--- src/rtl/mlp_pkg.sv ---
// Shared types and Q-format helpers for the MLP inference engine.
package mlp_pkg;

  typedef enum logic [3:0] {
    S_IDLE,
    S_HID_MAC,
    S_HID_DRAIN,
    S_HID_ACT,
    S_OUT_MAC,
    S_OUT_DRAIN,
    S_OUT_ACT,
    S_WRITE,
    S_DONE
  } state_t;

  // Sized for the longer of the two dot products so neither can overflow.
  function automatic int acc_w(int width, int nf, int nh);
    int k;
    k = (nf > nh) ? nf : nh;
    return 2 * width + $clog2(k + 2);
  endfunction

  function automatic int c_pt(int nf, int nh);
    return nh * (nf + 3) + (nh + 3) + 1;
  endfunction

  function automatic logic signed [31:0] sat_shift(
    logic signed [63:0] v,
    int width,
    int frac
  );
    logic signed [63:0] s;
    logic signed [63:0] hi;
    logic signed [63:0] lo;
    s  = v >>> frac;
    hi = (64'sd1 <<< (width - 1)) - 64'sd1;
    lo = -(64'sd1 <<< (width - 1));
    if (s > hi) return 32'(hi);
    if (s < lo) return 32'(lo);
    return 32'(s);
  endfunction

endpackage

--- src/rtl/mlp_inference_engine_if.sv ---
// Control and RAM-port bundle between the engine and its memories.
interface mlp_inference_engine_if #(
  parameter int WIDTH          = 8,
  parameter int X_DEPTH_BITS   = 9,
  parameter int W1_DEPTH_BITS  = 4,
  parameter int W2_DEPTH_BITS  = 2,
  parameter int RES_DEPTH_BITS = 6
);
  logic Start;
  logic Busy;
  logic Done;

  logic                      X_read_en;
  logic [X_DEPTH_BITS-1:0]   X_read_address;
  logic signed [WIDTH-1:0]   X_read_data_out;

  logic                      W1_read_en;
  logic [W1_DEPTH_BITS-1:0]  W1_read_address;
  logic signed [WIDTH-1:0]   W1_read_data_out;

  logic                      W2_read_en;
  logic [W2_DEPTH_BITS-1:0]  W2_read_address;
  logic signed [WIDTH-1:0]   W2_read_data_out;

  logic                      RES_write_en;
  logic [RES_DEPTH_BITS-1:0] RES_write_address;
  logic signed [WIDTH-1:0]   RES_write_data_in;

  modport master (
    input  Start,
    input  X_read_data_out,
    input  W1_read_data_out,
    input  W2_read_data_out,
    output Busy,
    output Done,
    output X_read_en,
    output X_read_address,
    output W1_read_en,
    output W1_read_address,
    output W2_read_en,
    output W2_read_address,
    output RES_write_en,
    output RES_write_address,
    output RES_write_data_in
  );

  modport slave (
    output Start,
    output X_read_data_out,
    output W1_read_data_out,
    output W2_read_data_out,
    input  Busy,
    input  Done,
    input  X_read_en,
    input  X_read_address,
    input  W1_read_en,
    input  W1_read_address,
    input  W2_read_en,
    input  W2_read_address,
    input  RES_write_en,
    input  RES_write_address,
    input  RES_write_data_in
  );
endinterface

--- src/rtl/mac_unit.sv ---
// Signed multiply-accumulate with load-on-first-term and
// shift/saturate/ReLU readout.
module mac_unit
  import mlp_pkg::*;
#(
  parameter int WIDTH     = 8,
  parameter int FRAC_BITS = 4,
  parameter int ACC_W     = 20
) (
  input  logic                    clk,
  input  logic                    rst,
  input  logic                    en,
  input  logic                    clr,
  input  logic                    relu,
  input  logic signed [WIDTH-1:0] a,
  input  logic signed [WIDTH-1:0] b,
  output logic signed [WIDTH-1:0] y
);
  logic signed [2*WIDTH-1:0] prod;
  logic signed [ACC_W-1:0]   term;
  logic signed [ACC_W-1:0]   acc;
  logic signed [WIDTH-1:0]   sat;

  assign prod = (2*WIDTH)'(a) * (2*WIDTH)'(b);
  assign term = ACC_W'(prod);

  always_ff @(posedge clk) begin
    if (rst) begin
      acc <= '0;
    end else if (en) begin
      acc <= clr ? term : acc + term;
    end
  end

  assign sat = WIDTH'(sat_shift(64'(acc), WIDTH, FRAC_BITS));
  assign y   = (relu && sat[WIDTH-1]) ? '0 : sat;

endmodule

--- src/rtl/mlp_inference_engine.sv ---
// Two-layer MLP inference engine: one shared MAC, hidden
// results kept in a small register file.
module mlp_inference_engine
  import mlp_pkg::*;
#(
  parameter int WIDTH          = 8,
  parameter int FRAC_BITS      = 4,
  parameter int N_FEATURES     = 7,
  parameter int N_HIDDEN       = 2,
  parameter int N_POINTS       = 64,
  parameter int ACT_RELU       = 1,
  parameter int X_DEPTH_BITS   = 9,
  parameter int W1_DEPTH_BITS  = 4,
  parameter int W2_DEPTH_BITS  = 2,
  parameter int RES_DEPTH_BITS = 6
) (
  input logic                   clk,
  input logic                   rst,
  mlp_inference_engine_if.master bus
);
  localparam int ACC_W = acc_w(WIDTH, N_FEATURES, N_HIDDEN);
  localparam int MAXK  = (N_FEATURES > N_HIDDEN) ?
                         N_FEATURES : N_HIDDEN;
  localparam int TW    = $clog2(MAXK + 1);
  localparam int HW    = $clog2(N_HIDDEN + 1);
  localparam int PW    = $clog2(N_POINTS + 1);
  localparam logic signed [WIDTH-1:0] ONE =
    WIDTH'(1 << FRAC_BITS);

  state_t                    state;
  logic [TW-1:0]             t;
  logic [HW-1:0]             h;
  logic [PW-1:0]             p;
  logic [X_DEPTH_BITS-1:0]   x_base;
  logic signed [WIDTH-1:0]   hid [N_HIDDEN];

  logic                      busy_q;
  logic                      done_q;
  logic                      wr_en_q;
  logic [RES_DEPTH_BITS-1:0] wr_addr_q;
  logic signed [WIDTH-1:0]   wr_data_q;

  logic                      acc_en_q;
  logic                      first_q;
  logic                      hid_stage_q;
  logic signed [WIDTH-1:0]   hsel_q;
  logic signed [WIDTH-1:0]   hid_sel;

  logic                      hid_mac;
  logic                      out_mac;
  logic                      x_en;
  logic                      relu;
  logic signed [WIDTH-1:0]   mac_a;
  logic signed [WIDTH-1:0]   mac_b;
  logic signed [WIDTH-1:0]   mac_y;

  assign hid_mac = (state == S_HID_MAC);
  assign out_mac = (state == S_OUT_MAC);
  assign x_en    = hid_mac && (t != '0);

  assign bus.X_read_en      = x_en;
  assign bus.X_read_address = x_en ?
    x_base + X_DEPTH_BITS'(t) - X_DEPTH_BITS'(1) : '0;
  assign bus.W1_read_en      = hid_mac;
  assign bus.W1_read_address = hid_mac ?
    W1_DEPTH_BITS'(t) * W1_DEPTH_BITS'(N_HIDDEN) +
    W1_DEPTH_BITS'(h) : '0;
  assign bus.W2_read_en      = out_mac;
  assign bus.W2_read_address = out_mac ?
    W2_DEPTH_BITS'(t) : '0;

  assign bus.Busy              = busy_q;
  assign bus.Done              = done_q;
  assign bus.RES_write_en      = wr_en_q;
  assign bus.RES_write_address = wr_addr_q;
  assign bus.RES_write_data_in = wr_data_q;

  always_comb begin
    hid_sel = '0;
    for (int i = 0; i < N_HIDDEN; i++) begin
      if (int'(t) == i + 1) hid_sel = hid[i];
    end
  end

  // RAM data arrives one cycle after issue, so the operand
  // routing follows the registered copy of the issue state.
  always_comb begin
    mac_a = hsel_q;
    mac_b = bus.W2_read_data_out;
    if (hid_stage_q) begin
      mac_a = bus.X_read_data_out;
      mac_b = bus.W1_read_data_out;
    end
    if (first_q) mac_a = ONE;
  end

  assign relu = (ACT_RELU != 0) && (state == S_HID_ACT);

  always_ff @(posedge clk) begin
    if (rst) begin
      acc_en_q    <= 1'b0;
      first_q     <= 1'b0;
      hid_stage_q <= 1'b0;
      hsel_q      <= '0;
    end else begin
      acc_en_q    <= hid_mac || out_mac;
      first_q     <= (t == '0);
      hid_stage_q <= hid_mac;
      hsel_q      <= hid_sel;
    end
  end

  mac_unit #(
    .WIDTH     (WIDTH),
    .FRAC_BITS (FRAC_BITS),
    .ACC_W     (ACC_W)
  ) u_mac (
    .clk  (clk),
    .rst  (rst),
    .en   (acc_en_q),
    .clr  (first_q),
    .relu (relu),
    .a    (mac_a),
    .b    (mac_b),
    .y    (mac_y)
  );

  always_ff @(posedge clk) begin
    if (rst) begin
      state     <= S_IDLE;
      t         <= '0;
      h         <= '0;
      p         <= '0;
      x_base    <= '0;
      busy_q    <= 1'b0;
      done_q    <= 1'b0;
      wr_en_q   <= 1'b0;
      wr_addr_q <= '0;
      wr_data_q <= '0;
      for (int i = 0; i < N_HIDDEN; i++) hid[i] <= '0;
    end else begin
      wr_en_q <= 1'b0;
      unique case (state)
        S_IDLE, S_DONE: begin
          if (bus.Start) begin
            state  <= S_HID_MAC;
            t      <= '0;
            h      <= '0;
            p      <= '0;
            x_base <= '0;
            busy_q <= 1'b1;
            done_q <= 1'b0;
          end
        end
        S_HID_MAC: begin
          if (t == TW'(N_FEATURES)) begin
            t     <= '0;
            state <= S_HID_DRAIN;
          end else begin
            t <= t + TW'(1);
          end
        end
        S_HID_DRAIN: state <= S_HID_ACT;
        S_HID_ACT: begin
          for (int i = 0; i < N_HIDDEN; i++) begin
            if (int'(h) == i) hid[i] <= mac_y;
          end
          if (h == HW'(N_HIDDEN - 1)) begin
            h     <= '0;
            state <= S_OUT_MAC;
          end else begin
            h     <= h + HW'(1);
            state <= S_HID_MAC;
          end
        end
        S_OUT_MAC: begin
          if (t == TW'(N_HIDDEN)) begin
            t     <= '0;
            state <= S_OUT_DRAIN;
          end else begin
            t <= t + TW'(1);
          end
        end
        S_OUT_DRAIN: state <= S_OUT_ACT;
        S_OUT_ACT: begin
          wr_en_q   <= 1'b1;
          wr_addr_q <= RES_DEPTH_BITS'(p);
          wr_data_q <= mac_y;
          state     <= S_WRITE;
        end
        S_WRITE: begin
          if (p == PW'(N_POINTS - 1)) begin
            state  <= S_DONE;
            busy_q <= 1'b0;
            done_q <= 1'b1;
          end else begin
            p      <= p + PW'(1);
            x_base <= x_base + X_DEPTH_BITS'(N_FEATURES);
            state  <= S_HID_MAC;
          end
        end
        default: state <= S_IDLE;
      endcase
    end
  end

endmodule

--- src/flat_wrapper.sv ---
// flat-port wrapper written by rule: the top's interface ports become plain ports
module mlp_inference_engine_flat import mlp_pkg::*;
#(
  parameter int WIDTH          = 8,
  parameter int FRAC_BITS      = 4,
  parameter int N_FEATURES     = 7,
  parameter int N_HIDDEN       = 2,
  parameter int N_POINTS       = 64,
  parameter int ACT_RELU       = 1,
  parameter int X_DEPTH_BITS   = 9,
  parameter int W1_DEPTH_BITS  = 4,
  parameter int W2_DEPTH_BITS  = 2,
  parameter int RES_DEPTH_BITS = 6
)
  (clk, rst, bus_Start, bus_X_read_data_out, bus_W1_read_data_out, bus_W2_read_data_out, bus_Busy, bus_Done, bus_X_read_en, bus_X_read_address, bus_W1_read_en, bus_W1_read_address, bus_W2_read_en, bus_W2_read_address, bus_RES_write_en, bus_RES_write_address, bus_RES_write_data_in);
  mlp_inference_engine_if #(.WIDTH(WIDTH), .X_DEPTH_BITS(X_DEPTH_BITS), .W1_DEPTH_BITS(W1_DEPTH_BITS), .W2_DEPTH_BITS(W2_DEPTH_BITS), .RES_DEPTH_BITS(RES_DEPTH_BITS)) bus_i ();
  input logic clk;
  input logic rst;
  input wire logic [$bits(bus_i.Start)-1:0] bus_Start;
  input wire logic [$bits(bus_i.X_read_data_out)-1:0] bus_X_read_data_out;
  input wire logic [$bits(bus_i.W1_read_data_out)-1:0] bus_W1_read_data_out;
  input wire logic [$bits(bus_i.W2_read_data_out)-1:0] bus_W2_read_data_out;
  output wire logic [$bits(bus_i.Busy)-1:0] bus_Busy;
  output wire logic [$bits(bus_i.Done)-1:0] bus_Done;
  output wire logic [$bits(bus_i.X_read_en)-1:0] bus_X_read_en;
  output wire logic [$bits(bus_i.X_read_address)-1:0] bus_X_read_address;
  output wire logic [$bits(bus_i.W1_read_en)-1:0] bus_W1_read_en;
  output wire logic [$bits(bus_i.W1_read_address)-1:0] bus_W1_read_address;
  output wire logic [$bits(bus_i.W2_read_en)-1:0] bus_W2_read_en;
  output wire logic [$bits(bus_i.W2_read_address)-1:0] bus_W2_read_address;
  output wire logic [$bits(bus_i.RES_write_en)-1:0] bus_RES_write_en;
  output wire logic [$bits(bus_i.RES_write_address)-1:0] bus_RES_write_address;
  output wire logic [$bits(bus_i.RES_write_data_in)-1:0] bus_RES_write_data_in;
  assign bus_i.Start = bus_Start;
  assign bus_i.X_read_data_out = bus_X_read_data_out;
  assign bus_i.W1_read_data_out = bus_W1_read_data_out;
  assign bus_i.W2_read_data_out = bus_W2_read_data_out;
  assign bus_Busy = bus_i.Busy;
  assign bus_Done = bus_i.Done;
  assign bus_X_read_en = bus_i.X_read_en;
  assign bus_X_read_address = bus_i.X_read_address;
  assign bus_W1_read_en = bus_i.W1_read_en;
  assign bus_W1_read_address = bus_i.W1_read_address;
  assign bus_W2_read_en = bus_i.W2_read_en;
  assign bus_W2_read_address = bus_i.W2_read_address;
  assign bus_RES_write_en = bus_i.RES_write_en;
  assign bus_RES_write_address = bus_i.RES_write_address;
  assign bus_RES_write_data_in = bus_i.RES_write_data_in;
  mlp_inference_engine #(.WIDTH(WIDTH), .FRAC_BITS(FRAC_BITS), .N_FEATURES(N_FEATURES), .N_HIDDEN(N_HIDDEN), .N_POINTS(N_POINTS), .ACT_RELU(ACT_RELU), .X_DEPTH_BITS(X_DEPTH_BITS), .W1_DEPTH_BITS(W1_DEPTH_BITS), .W2_DEPTH_BITS(W2_DEPTH_BITS), .RES_DEPTH_BITS(RES_DEPTH_BITS)) u_core (.clk(clk), .rst(rst), .bus(bus_i));
endmodule
--- config.mk ---
export PLATFORM = sky130hd
export DESIGN_NAME = mlp_inference_engine_flat
export DESIGN_NICKNAME = d
export VERILOG_FILES = /design/src/rtl/mlp_pkg.sv /design/src/rtl/mlp_inference_engine_if.sv /design/src/rtl/mac_unit.sv /design/src/rtl/mlp_inference_engine.sv /design/src/flat_wrapper.sv
export SDC_FILE = /design/constraint.sdc
export NUM_CORES = 1
export LEC_CHECK = 0
export BUFFER_PORTS_ARGS = -buffer_cell sky130_fd_sc_hd__buf_4
export CAP_MARGIN = 20
export CORE_UTILIZATION = 30
export DETAILED_ROUTE_END_ITERATION = 16
export GPL_ROUTABILITY_DRIVEN = 0
export SLEW_MARGIN = 0
export SYNTH_ARGS = -nofsm -noshare
export SYNTH_HDL_FRONTEND = slang
export SYNTH_HIERARCHICAL = 1
export SYNTH_SLANG_ARGS = --single-unit
--- constraint.sdc ---
create_clock -name clk -period 8.2 [get_ports clk]
set_input_delay 0.82 -clock clk [delete_from_list [all_inputs] [get_ports clk]]
set_output_delay 0.82 -clock clk [all_outputs]
set_load 0.02 [all_outputs]
==> impl_metrics.ini <==
[detailed_routing]
wl_um = 19230
first_iter_violations = 409
wl_per_cell_um = 14.45
drc = 0
via_count = 6708
postRouteAntennaNets = 0
vias_per_cell = 5.040
dr.pass1.iters = 4

[power]
p_switching_mw = 1.449
p_total_mw = 3.026
p_int_mw = 1.577
pwr-share-seq = 0.184
ir_drop_uv = 180.6
switching_share = 0.4789
p_comb_frac = 0.667
leakagePower_nw = 4.084
clkPwrFrac = 0.149
power.density_nw_per_um2 = 327.5

[cts]
cts_sinks = 89
clock_latency_ns = 0.35
ctsHoldBuffers = 0
ctsResizeCount = 0
clock-root-buffer = clkbuf_16
clkTransAtPathRegs_ns = 0.07
cts-htree-levels = 3
clockBufferDepth = 2
post-cts-setup-buffers = 0
cts_tree = yes
cts_made_buffers = 9

[critical_path]
cp_max_fo = 16
startpoint_type = flop
cp.required_ns = 8.47
r2r-start = u_core/hid_stage_q
crit_type = flop to flop
reg2regPathDepth = 23
worst_path_most_repeated_cell = fa_1
timing.rr.end = u_core/u_mac/acc[19]
critPathMaxStageDelay_ns = 0.89
crit_arrival_ns = 7.54
crit_chain = mux2i_1, nor2_1, nand2_1, inv_1, fa_1, inv_1, fa_1, fa_1, fa_1, inv_1, ha_1, a21o_1, a21o_1, a21oi_1, o31ai_2, xnor2_2, ha_1, a21o_1, a21oi_1, o21bai_1, nor4b_1, mux2i_1, a31oi_2
ff2ff_setup_slack_ns = 0.93
worst_path_max_delay_cell = dfxtp_1
critPathCaptureType = flop

[synth]
yosys_warnings = 6
netlist.area_leader.share = 0.1794
yosys_most_used_dff = dfxtp_1
netlist_area_sq_um = 8148
synth_top_area_cell = dfxtp_1
synth_edf_count = 16
ys_types = 81
synth_seq_cells = 89
synth_nets = 1104
syn_area_per_cell_sq_um = 8.613
synth_most_common_cell = inv_1
synth-async-reset-ratio = 0
postSynthCellCount = 946
synth.area.top_cells = dfxtp_1 (18%), fa_1 (14%), ha_1 (11%), edfxtp_1 (5.9%), inv_1 (5.6%)
synth_commonest_cells = inv_1 (122), ha_1 (74), nand2_1 (74)
yosysSeqAreaShare = 0.2383

[placement]
io_buffers = 61
dp.final_hpwl_um = 15020
dp.cells = 1315

[die]
fp.coreArea_sq_um = 26350
die_area_sq_um = 27820
die_w_um = 166.8
die_h_um = 166.8
rows = 59
start_util = 0.3092
num_io_pins = 62

[finish]
nets = 1149
layout-drive-gt1-share = 0.1135
area_growth_pct = 13.41
fillers = 2724
final_cells = 1331
multi_input_area_sq_um = 5609
seq_area_sq_um = 1942
diodes = 0

[timing]
worstMarginPinSlew_ns = 0.9410
fin_crit_ns = 7.266
max_freq_mhz = 137.6
setup_viol = 0
finalMaxSlewViolations = 0
rsz0062_at_grt = no
fin_setup_tns_ns = 0
hold_ws_ns = 0.4592
hold_violations = 0
slew_headroom = 0.3644
skew_ns = 0.008993
fin_crit_sh = 0.8861

[grt]
antenna_found_initial = 0
track_usage = 0.1419
grt_first_pass_wirelength_um = 32250
grt_pass1_vias = 6392
grt_max_degree = 62
grt_overflow = 0

[min_path]
worstHoldStart = u_core/bus.RES_write_address[0]
hold_class = flop to flop
min_path_cells = 2
min_to = u_core/bus.RES_write_address[0]

[job]
maxCapViolCount = 0

[status]
status = finished clean
[worst max-delay path, delay by kind of cell (launching register included)]
kind                     cells  cell delay, ns
flip-flops                   1            0.89
AO/OA/AOI/OAI                8            1.34
buffers and inverters        3            0.40
XOR/XNOR                     1            0.52
AND/OR/NAND/NOR              3            0.95
multiplexers                 2            0.31
adder cells (fa/ha/maj)      6            2.77
[kinds of logic after synthesis]
family	Yosys count	share of synthesized area
and+or+nand+nor	303	0.1958
AOI/OAI and AO/OA	216	0.1755
buffers and inverters	154	0.07325
adders and majority gates	131	0.2537
DFF	89	0.2383
xor gates and xnor gates	31	0.03424
muxes	22	0.02918
[stage by stage]
step	area (sq um)	worst slack, ns	utilization
6_report	9240	0.9342	0.3506
5_1_grt	9240	0.3848	0.3506
4_1_cts	9240	0.9782	0.3506
3_5_place_dp	8921	1.031	0.3385
3_3_place_gp	8921	1.201	0.3385
2_1_floorplan	8148	1.572	-
[power groups by stage]
stage | Sequential, mW | Clock [mW] | Combinational [mW]
4_1_cts | 0.555 | 0.463 | 2.02
2_1_floorplan | 0.535 | 0 | 1.60
3_3_place_gp | 0.565 | 0 | 1.99
6_report | 0.557 | 0.451 | 2.02
3_5_place_dp | 0.565 | 0 | 2.01
5_1_grt | 0.565 | 0.482 | 2.27
[placed cells by master (no fill, tap or decap), types with 10 or more instances in the layout]
master    synthesis  layout
a21o_1           14      14
a21oi_1          65      65
and2_1           58      58
buf_4             1      65
dfxtp_1          73      73
edfxtp_1         16      16
fa_1             57      57
ha_1             74      74
inv_1           122     122
mux2_2           10      10
mux2i_1          11      11
nand2_1          74      74
nand3_1          12      12
nor2_1           69      69
nor2b_1          16      16
nor3_1           10      10
nor4_1           11      11
o21a_1           13      13
o21ai_0          37      37
or3_1            14      14
xnor2_1          22      22
[metal layers]
layer	part of all wire	GRT usage
met5	0	0
met3	0.049	0.02875
met1	0.48	0.1979
met4	0.013	0.02939
met2	0.46	0.2256
[final cells by class]
class	instances	area share
sequential	89	0.2102
clock buffer	11	0.02519
clock inverter	5	0.009343
inverter	123	0.05010
multi-input combinational	703	0.6070
timing repair buffer	65	0.05281
tap	335	0.04536
[state kept, by name, summed over array words and instances, names as in the netlist]
| register | flops |
|---|---|
| u_core/bus.RES_write_address | 6 |
| u_core/acc_en_q | 1 |
| u_core/h | 2 |
| u_core/hid | 16 |
| u_core/t | 3 |
| u_core/bus.Busy | 1 |
| u_core/hid_stage_q | 1 |
| u_core/state | 4 |
| u_core/bus.Done | 1 |
| u_core/u_mac/acc | 20 |
| u_core/hsel_q | 8 |
| u_core/x_base | 9 |
| u_core/first_q | 1 |
| u_core/bus.RES_write_en | 1 |
| u_core/bus.RES_write_data_in | 8 |
| u_core/p | 7 |
[worst max-delay path by stage]
| stage | slack [ns] | to | start | cells past startpoint |
|---|---|---|---|---|
| final | 0.93 | u_core/u_mac/acc[19] | u_core/hid_stage_q | 23 |
| after global routing | 0.38 | u_core/u_mac/acc[19] | u_core/hid_stage_q | 23 |
| after CTS | 0.98 | u_core/u_mac/acc[19] | u_core/hid_stage_q | 23 |
| after detailed placement | 1.03 | u_core/u_mac/acc[19] | u_core/hid_stage_q | 23 |
| after global placement | 1.20 | u_core/u_mac/acc[19] | u_core/hid_stage_q | 23 |
| after floorplan | 1.57 | u_core/u_mac/acc[19] | u_core/hid_stage_q | 24 |
Note: power is estimated with default switching activity, not from simulation.
